File: src/rtl/cpu_pkg.sv
// Shared fetch/decode types: halfword and word aliases, NOP encoding,
// and the queued fetch entry (instruction halfword plus its byte address).
package cpu_pkg;

   typedef logic [15:0] hword_t;
   typedef logic [31:0] word_t;

   localparam hword_t NOP_IR = 16'hBF00;

   typedef struct packed {
      hword_t ir;
      word_t  pc;
   } fetch_ent_t;

endpackage

File: src/rtl/fetch_queue.sv
// Prefetch halfword FIFO: two-wide push (lo then hi), one-wide pop,
// synchronous flush; QDEPTH need not be a power of two.
module fetch_queue
   import cpu_pkg::*;
#(
   parameter  int QDEPTH = 4,
   localparam int AW     = $clog2(QDEPTH),
   localparam int CW     = $clog2(QDEPTH + 1)
) (
   input  logic          clk,
   input  logic          rst,
   input  logic          i_flush,
   input  logic          i_push_lo,
   input  logic          i_push_hi,
   input  fetch_ent_t    i_lo,
   input  fetch_ent_t    i_hi,
   input  logic          i_pop,
   output fetch_ent_t    o_head,
   output logic [CW-1:0] o_count
);

   fetch_ent_t    r_mem [QDEPTH];
   logic [AW-1:0] r_wp;
   logic [AW-1:0] r_rp;
   logic [CW-1:0] r_count;
   logic [AW-1:0] w_hi_idx;
   logic [CW-1:0] w_npush;

   function automatic logic [AW-1:0] inc(input logic [AW-1:0] p);
      return (p == AW'(QDEPTH - 1)) ? '0 : p + 1'b1;
   endfunction

   // hi lands after lo when both arrive, otherwise in the lo slot
   assign w_hi_idx = i_push_lo ? inc(r_wp) : r_wp;
   assign w_npush  = CW'(i_push_lo) + CW'(i_push_hi);

   always_ff @(posedge clk) begin
      if (i_push_lo) r_mem[r_wp]     <= i_lo;
      if (i_push_hi) r_mem[w_hi_idx] <= i_hi;
   end

   always_ff @(posedge clk or negedge rst) begin
      if (!rst) begin
         r_wp    <= '0;
         r_rp    <= '0;
         r_count <= '0;
      end else if (i_flush) begin
         r_wp    <= '0;
         r_rp    <= '0;
         r_count <= '0;
      end else begin
         if (i_push_lo && i_push_hi)
            r_wp <= inc(inc(r_wp));
         else if (i_push_lo || i_push_hi)
            r_wp <= inc(r_wp);
         if (i_pop)
            r_rp <= inc(r_rp);
         r_count <= r_count + w_npush - CW'(i_pop);
      end
   end

   assign o_head  = r_mem[r_rp];
   assign o_count = r_count;

endmodule

File: src/rtl/fetch.sv
// Thumb instruction fetch stage: word requests, halfword prefetch queue, IR.
// FETCH_PERF_CNT_EN adds the saturating o_bubble_cnt output.
module fetch
   import cpu_pkg::*;
#(
   parameter word_t RESET_PC = 32'h0000_0000,
   parameter int    QDEPTH   = 4
) (
   input  logic        clk,
   input  logic        rst,
   input  logic        i_stall,
   input  logic        i_branch,
   input  word_t       i_branch_addr,
   output logic        o_imem_req,
   output word_t       o_imem_addr,
   input  logic        i_imem_ack,
   input  word_t       i_imem_rdata,
   output hword_t      o_ir,
   output word_t       o_ir_pc,
   output logic        o_ir_valid
`ifdef FETCH_PERF_CNT_EN
   ,
   output logic [31:0] o_bubble_cnt
`endif
);

   localparam int CW = $clog2(QDEPTH + 1);

   logic          r_req;
   word_t         r_addr;
   word_t         r_fa;
   logic          r_skip;
   logic          r_disc;
   hword_t        r_ir;
   word_t         r_pc;
   logic          r_valid;

   logic          w_ack;
   logic          w_push;
   logic          w_pop;
   logic          w_empty;
   logic          w_issue;
   logic [CW-1:0] w_count;
   fetch_ent_t    w_lo;
   fetch_ent_t    w_hi;
   fetch_ent_t    w_head;

   assign w_ack   = i_imem_ack & r_req;
   assign w_push  = w_ack & ~r_disc & ~i_branch;
   assign w_empty = (w_count == '0);
   assign w_pop   = ~i_branch & ~i_stall & ~w_empty;
   // two free slots guarantee room for a whole word on ack
   assign w_issue = ~r_req & ~i_branch & (w_count <= CW'(QDEPTH - 2));
   assign w_lo    = {i_imem_rdata[15:0], r_addr};
   assign w_hi    = {i_imem_rdata[31:16], r_addr | 32'd2};

   fetch_queue #(.QDEPTH(QDEPTH)) u_q (
      .clk       (clk),
      .rst       (rst),
      .i_flush   (i_branch),
      .i_push_lo (w_push & ~r_skip),
      .i_push_hi (w_push),
      .i_lo      (w_lo),
      .i_hi      (w_hi),
      .i_pop     (w_pop),
      .o_head    (w_head),
      .o_count   (w_count)
   );

   always_ff @(posedge clk or negedge rst) begin
      if (!rst) begin
         r_req  <= 1'b0;
         r_addr <= RESET_PC & ~32'h3;
         r_fa   <= RESET_PC & ~32'h3;
         r_skip <= RESET_PC[1];
         r_disc <= 1'b0;
      end else begin
         if (w_ack) begin
            r_req  <= 1'b0;
            r_disc <= 1'b0;
         end else if (w_issue) begin
            r_req  <= 1'b1;
            r_addr <= r_fa;
         end
         if (i_branch) begin
            r_fa   <= i_branch_addr & ~32'h3;
            r_skip <= i_branch_addr[1];
            // in-flight word belongs to the old stream
            if (r_req && !i_imem_ack) r_disc <= 1'b1;
         end else if (w_push) begin
            r_fa   <= r_fa + 32'd4;
            r_skip <= 1'b0;
         end
      end
   end

   always_ff @(posedge clk or negedge rst) begin
      if (!rst) begin
         r_ir    <= NOP_IR;
         r_pc    <= RESET_PC;
         r_valid <= 1'b0;
      end else if (i_branch) begin
         r_ir    <= NOP_IR;
         r_valid <= 1'b0;
      end else if (i_stall) begin
         r_ir    <= r_ir;
      end else if (!w_empty) begin
         r_ir    <= w_head.ir;
         r_pc    <= w_head.pc;
         r_valid <= 1'b1;
      end else begin
         r_ir    <= NOP_IR;
         r_valid <= 1'b0;
      end
   end

`ifdef FETCH_PERF_CNT_EN
   logic [31:0] r_bub;

   always_ff @(posedge clk or negedge rst) begin
      if (!rst)
         r_bub <= '0;
      else if (!i_branch && !i_stall && w_empty && r_bub != 32'hFFFF_FFFF)
         r_bub <= r_bub + 32'd1;
   end

   assign o_bubble_cnt = r_bub;
`endif

   assign o_imem_req  = r_req;
   assign o_imem_addr = r_addr;
   assign o_ir        = r_ir;
   assign o_ir_pc     = r_pc;
   assign o_ir_valid  = r_valid;

endmodule

File: config.mk
export PLATFORM = sky130hd
export DESIGN_NAME = fetch
export DESIGN_NICKNAME = d
export VERILOG_FILES = /design/src/rtl/cpu_pkg.sv /design/src/rtl/fetch_queue.sv /design/src/rtl/fetch.sv
export SDC_FILE = /design/constraint.sdc
export NUM_CORES = 1
export LEC_CHECK = 0
export CAP_MARGIN = 5
export CORE_UTILIZATION = 40
export DETAILED_ROUTE_END_ITERATION = 6
export GPL_TIMING_DRIVEN = 0
export PLACE_DENSITY = 0.7
export SLEW_MARGIN = 20
export SYNTH_ARGS = -nofsm -noshare
export SYNTH_HDL_FRONTEND = slang
export SYNTH_SLANG_ARGS = --single-unit
File: constraint.sdc
create_clock -name clk -period 8.9 [get_ports clk]
set_input_delay 1.78 -clock clk [delete_from_list [all_inputs] [get_ports clk]]
set_output_delay 1.78 -clock clk [all_outputs]
set_load 0.005 [all_outputs]
==> impl_metrics.py, run 1 <==
metrics = {
    "die": {
        "die_h_um": 185.7,
        "io_pins": 151,
        "core_region_area_sq_mm": 0.03287,
        "initial_core_util": 0.4106,
        "rows": 66,
        "dieWidth_um": 185.7,
        "dieArea_sq_mm": 0.03448,
    },
    "placed_design": {
        "port_buffers": 146,
        "placed_cells": 1577,
        "place_hpwl_um": 22450,
        "gp_congestion": 0.7986,
    },
    "drt": {
        "wire_per_inst_um": 20.69,
        "viasPerCell": 5.328,
        "drc": 0,
        "vias": 8738,
        "drt-pass1-iter-count": 5,
        "wirelength_um": 33920,
        "ant_nets": 0,
        "drt_iter0_markers": 592,
    },
    "logic_synthesis": {
        "netlist_area_sq_mm": 0.01350,
        "ys_async_sr_fraction": 0.3856,
        "synth_flop_cell": "edfxtp_1",
        "synth_cell_types": 53,
        "syn_area_per_cell_sq_um": 13.74,
        "ys_seq_elements": 306,
        "syn_inst": 982,
        "synth-edff-count": 184,
        "ys_seq_area_frac": 0.6348,
        "ys_warn_count": 0,
    },
    "timing": {
        "hold_violations": 0,
        "slew_headroom": 0.3301,
        "min_period_over_period": 0.5292,
        "slew_viol_final": 0,
        "rsz0062_at_grt": "false",
        "clock.fmax_mhz": 212.3,
        "finalSetupViolations": 0,
        "setup-tns-final_ns": 0,
        "fin_crit_ns": 4.710,
        "fin_skew_ns": 0.02986,
        "worstMarginPinSlew_ns": 1.005,
    },
    "finish": {
        "finalNetCount": 1250,
        "final_cell_mix": "edfxtp_1, nand2_1, clkdlybuf4s50_1",
        "final_cells": 1640,
        "syn_to_final_growth_pct": 24.91,
        "layout.cells.most_common": "edfxtp_1",
        "drive_gt1_frac": 0.1462,
        "fillers": 2829,
    },
    "cts": {
        "root_buffer": "clkbuf_16",
        "h-tree-depth": 2,
        "clock_latency_ns": 0.53,
        "cts_setup_buffers": 0,
        "cts_resized": 0,
        "cts.reportedPaths.clkPinSlew_ns": 0.06,
        "cts-buffers-inserted": 34,
        "cts_buffer_depth": 3,
        "clock_sinks": 306,
        "cts_hold_buf": 0,
        "cts_tree": "built",
    },
    "worst_setup_path": {
        "path_max_fanout": 10,
        "critPathLaunchType": "input port",
        "worstPathRequired_ns": 9.27,
        "cp_slowest_stage_delay_ns": 0.57,
        "slowest_stage": "clkdlybuf4s50_1",
        "path_cells": "clkdlybuf4s50_1 > clkbuf_1 > or3_1 > clkbuf_1 > clkinv_1 > clkbuf_1 > ha_1 > inv_1 > ha_1 > inv_1 > fa_1 > xnor2_1 > nor2_1",
        "crit_arrival_ns": 5.08,
        "cp_common_cell": "clkbuf_1",
        "end_kind": "register",
        "path_class": "input port to register",
    },
    "power": {
        "vdd_drop_max_uv": 121.4,
        "p_leak_nw": 6.215,
        "pwr_density_cell_mw_per_mm2": 259.2,
    },
    "hold_path": {
        "hp-class": "register to register",
    },
    "global_routing": {
        "grt.total_usage": 0.2016,
        "grt_max_degree": 81,
        "grt_pass1_vias": 9149,
        "grt.overflow.total": 0,
        "grt_first_pass_wirelength_um": 51850,
        "antenna_found_initial": 2,
    },
    "run_status": {
        "status": "completed",
    },
    "run": {
        "cap_violations": 0,
    },
}
[final timing paths]
path / to / from / cells past startpoint / slack, ns
worst max-delay path: u_q.o_count[2] / i_branch / 13 / 4.19
worst min-delay path: u_q.r_mem[2][1] / u_q.r_mem[2][1] / 1 / 0.45
worst max register to register: u_q.o_count[2] / u_q.o_count[0] / 12 / 5.85
worst min register to register: u_q.r_mem[2][1] / u_q.r_mem[2][1] / 1 / 0.45
max in group asynchronous: o_ir[13] / rst / 2 / 7.02
min in group asynchronous: o_ir_pc[26] / rst / 1 / 1.14
[metal layers]
layer	track usage	vias to the layer above	wire length [um]
li1	-	3968	-
met1	0.2546	4419	13790
met2	0.3421	298	16940
met3	0.04617	53	2463
met4	0.06492	0	729
met5	0	-	0
[cell usage after synthesis (all sizes together) (4+ instances only)]
master	instances	area [sq um]
nor2	18	70.07
dfstp	7	183.9
mux4	47	1059
edfxtp	184	5525
clkbuf	45	168.9
dfxtp	4	80.08
o21ai	31	155.2
ha	9	112.6
a21o	5	37.54
nor4	11	100.1
xnor2	27	236.5
mux2	31	349.1
nand2	148	555.5
buf	20	107.6
inv	14	52.55
nor3	8	40.04
nand4	7	50.05
a22o	73	639.4
o22a	7	61.31
xor2	5	43.79
nand3	10	50.05
dfrtp	111	2778
and3	4	25.02
and2	123	769.5
a21oi	7	35.03
[power by group]
group	internal [mW]	leakage [nW]	switching [mW]
clock network	0.915	0.589	0.573
registers	1.73	3.16	0.196
logic	0.550	2.47	0.406
[worst max-delay path, delay by kind of cell]
family / cells / cell delay (ns)
buffers and inverters: 7 / 2.02
adder cells (fa/ha/maj): 3 / 0.86
AND/OR/NAND/NOR: 2 / 0.22
XOR/XNOR: 1 / 0.17
[final cells by class]
type                            instances  area (sq um)  share of cell area
Buffer                                 65         291.5             0.01729
Multi-Input combinational cell        598          4603              0.2731
Sequential cell                       306          8567              0.5082
Clock buffer                           41         917.1             0.05441
Clock inverter                         21         277.8             0.01648
Inverter                               15         56.30            0.003340
Tap cell                              442         553.0             0.03281
Timing Repair Buffer                  151          1589             0.09426
Antenna cell                            1         2.502           0.0001484
[sequential cells by signal (all words and copies together) (netlist names)]
register and cells:
u_q.r_mem 188, r_disc 1, o_ir_valid 1, o_imem_req 1, r_skip 1, u_q.o_count 3, u_q.r_wp 2, u_q.r_rp 2
o_ir 16, o_ir_pc 31, o_imem_addr 30, r_fa 30
[kinds of logic after synthesis]
kind of cell / Yosys count / synth area share
compound gates: 131 / 0.07361
flops: 306 / 0.6348
mux: 79 / 0.1050
fa+ha+maj: 10 / 0.009828
xor+xnor: 32 / 0.02077
other cells: 1 / 0.0002779
simple gates: 343 / 0.1310
buf+inv: 80 / 0.02466
[through the flow]
| stage | hold WS (ns) | utilization | worst slack (ns) | power, mW | cell area, sq um |
|---|---|---|---|---|---|
| CTS | 0.4570 | 0.5128 | 4.178 | 4.413 | 16850 |
| floorplan | 0.4210 | - | 4.687 | 2.365 | 13500 |
| global placement | 0.4280 | 0.4721 | 0.8993 | 2.890 | 15520 |
| global route | 0.4792 | 0.5128 | 4.011 | 4.572 | 16850 |
| detailed placement | 0.4435 | 0.4765 | 3.659 | 2.920 | 15660 |
| finish | 0.4526 | 0.5129 | 4.190 | 4.369 | 16860 |
Note: power is estimated with default switching activity, not from simulation.
==> run 2: changes to the inputs <==
- PLACE_DENSITY: 0.7 -> 0.72
- clock period: 8.9 -> 4 ns (I/O delays scaled with it)
==> run 2 against run 1 <==
Compared with the run above:
- die area unchanged
- sequential power is 120% higher
- setup slack worse by 3.9 ns
- count of clock-buffer cells in the layout is the same
- non-clock buffer count shrank 1
- wire length fell by 1.8%
- register-to-register slack got worse by 5.1 ns
- total power up 110%
==> impl_metrics.py, run 2 (synthesis results as in run 1) <==
metrics = {
    "timing": {
        "fin_skew_ns": 0.01960,
        "worstMarginPinSlew_ns": 0.9363,
        "fin_crit_ns": 3.745,
        "slew_headroom": 0.3597,
        "clock.fmax_mhz": 267.0,
        "rsz0062_at_grt": "false",
        "slew_viol_final": 0,
        "hold_violations": 0,
        "finalSetupViolations": 0,
        "min_period_over_period": 0.9362,
        "final.setup.worst_slack_ns": 0.2552,
    },
    "hold_path": {
        "hp-class": "input port to asynchronous set/reset pin",
    },
    "cts": {
        "cts_setup_buffers": 0,
        "cts_hold_buf": 0,
        "cts_resized": 0,
        "clock_sinks": 306,
        "cts-buffers-inserted": 31,
        "clock_latency_ns": 0.56,
        "cts.reportedPaths.clkPinSlew_ns": 0.06,
        "cts_buffer_depth": 3,
        "h-tree-depth": 1,
        "cts_tree": "built",
        "root_buffer": "clkbuf_16",
    },
    "finish": {
        "finalNetCount": 1246,
        "regMostFlops": "u_q.r_mem",
        "diodes": 0,
        "drive_gt1_frac": 0.1401,
        "layout.cells.most_common": "edfxtp_1",
        "largest_register_ffs": 188,
        "fillers": 2848,
        "final_cell_mix": "edfxtp_1, nand2_1, clkdlybuf4s50_1",
        "syn_to_final_growth_pct": 23.35,
        "multi_input_area_sq_mm": 0.004603,
        "seq_area_sq_mm": 0.008567,
        "final_area_sq_mm": 0.01665,
    },
    "worst_setup_path": {
        "path_class": "input port to register",
        "worstPathRequired_ns": 4.41,
        "path_max_fanout": 12,
        "worstRegToRegCells": 12,
        "reg2reg_to": "u_q.o_count[2]",
        "critPathLaunchType": "input port",
        "crit_arrival_ns": 4.16,
        "r2r-start": "u_q.o_count[1]",
        "rrSetupSlack_ns": 0.78,
        "end_kind": "register",
    },
    "power": {
        "pwr_density_cell_mw_per_mm2": 555.3,
        "p_leak_nw": 6.102,
        "vdd_drop_max_uv": 327.7,
        "p_total_mw": 9.245,
    },
    "drt": {
        "viasPerCell": 5.276,
        "wire_per_inst_um": 20.39,
        "drt-pass1-iter-count": 5,
        "vias": 8621,
        "ant_nets": 0,
        "drc": 0,
        "wirelength_um": 33320,
        "drt_iter0_markers": 509,
    },
    "global_routing": {
        "antenna_found_initial": 1,
        "grt.total_usage": 0.1960,
        "grt_max_degree": 65,
        "grt_first_pass_wirelength_um": 50430,
        "grt_pass1_vias": 8789,
        "grt.overflow.total": 0,
    },
    "run": {
        "cap_violations": 0,
    },
    "placed_design": {
        "gp_congestion": 0.7964,
        "post-place-ws_ns": -0.4482,
        "place_hpwl_um": 22330,
        "place_area_sq_mm": 0.01565,
        "port_buffers": 146,
    },
    "run_status": {
        "status": "completed",
    },
    "die": {
        "core_region_area_sq_mm": 0.03287,
        "io_pins": 151,
        "dieArea_sq_mm": 0.03448,
        "dieWidth_um": 185.7,
        "initial_core_util": 0.4106,
        "rows": 66,
        "die_h_um": 185.7,
    },
}
-- run 2: changes by cell type in the layout (fill, tap and decap cells not counted), sizes merged --
cell / change
clkbuf: -1
inv: -1
diode: -1
clkinvlp: +3
bufinv: -5
clkinv: -1
-- run 2: stage by stage --
step / utilization / TNS (ns) / hold slack [ns] / cells
2_1_floorplan: - / 0 / 0.4210 / 984
3_3_place_gp: 0.4721 / -566.95 / 0.4293 / 1572
3_5_place_dp: 0.4760 / -0.8584 / 0.4394 / 1577
4_1_cts: 0.5066 / 0 / 0.1774 / 1635
5_1_grt: 0.5065 / 0 / 0.1840 / 1634
6_report: 0.5065 / 0 / 0.1700 / 1634
-- run 2: final cells by class --
cell class              count  share of cell area
flip-flops and latches    306              0.5146
multi-input cells         598              0.2765
clock inverters            17            0.007290
plain buffers              64             0.01729
inverters                  15            0.003382
clock buffers              41             0.05314
repair buffers            151             0.09455
well taps                 442             0.03322
-- run 2: how the worst max path moves through the flow --
stage	start	slack [ns]	end
after floorplan	i_branch	0.77	u_q.r_mem[0][10]
after CTS	i_branch	0.08	u_q.o_count[2]
after detailed placement	i_branch	-0.45	u_q.o_count[2]
after global routing	i_branch	0.01	u_q.o_count[2]
after global placement	rst	-2.91	o_ir_pc[6]
final	i_branch	0.26	u_q.o_count[2]
-- run 2: critical path: stages --
cell	delay [ns]
clkdlybuf4s50_1	0.68
or3_1	0.47
clkbuf_1	0.22
clkinv_1	0.24
clkbuf_1	0.53
ha_1	0.35
inv_1	0.07
ha_1	0.14
inv_1	0.05
fa_1	0.37
xnor2_1	0.17
nor2_1	0.05
-- run 2: power by group --
| group | switching, mW | internal [mW] | total, mW | leakage, nW |
|---|---|---|---|---|
| logic | 0.907 | 1.22 | 2.13 | 2.46 |
| clock network | 1.22 | 1.62 | 2.84 | 0.484 |
| registers | 0.430 | 3.85 | 4.28 | 3.16 |
| total | 2.56 | 6.69 | 9.24 | 6.10 |
-- run 2: routing by layer --
| metal | GRT usage | vias up | wire (um) |
|---|---|---|---|
| met4 | 0.05967 | 2 | 805 |
| li1 | - | 3946 | - |
| met5 | 0 | - | 11 |
| met2 | 0.3270 | 273 | 16370 |
| met3 | 0.04148 | 61 | 2264 |
| met1 | 0.2561 | 4339 | 13870 |
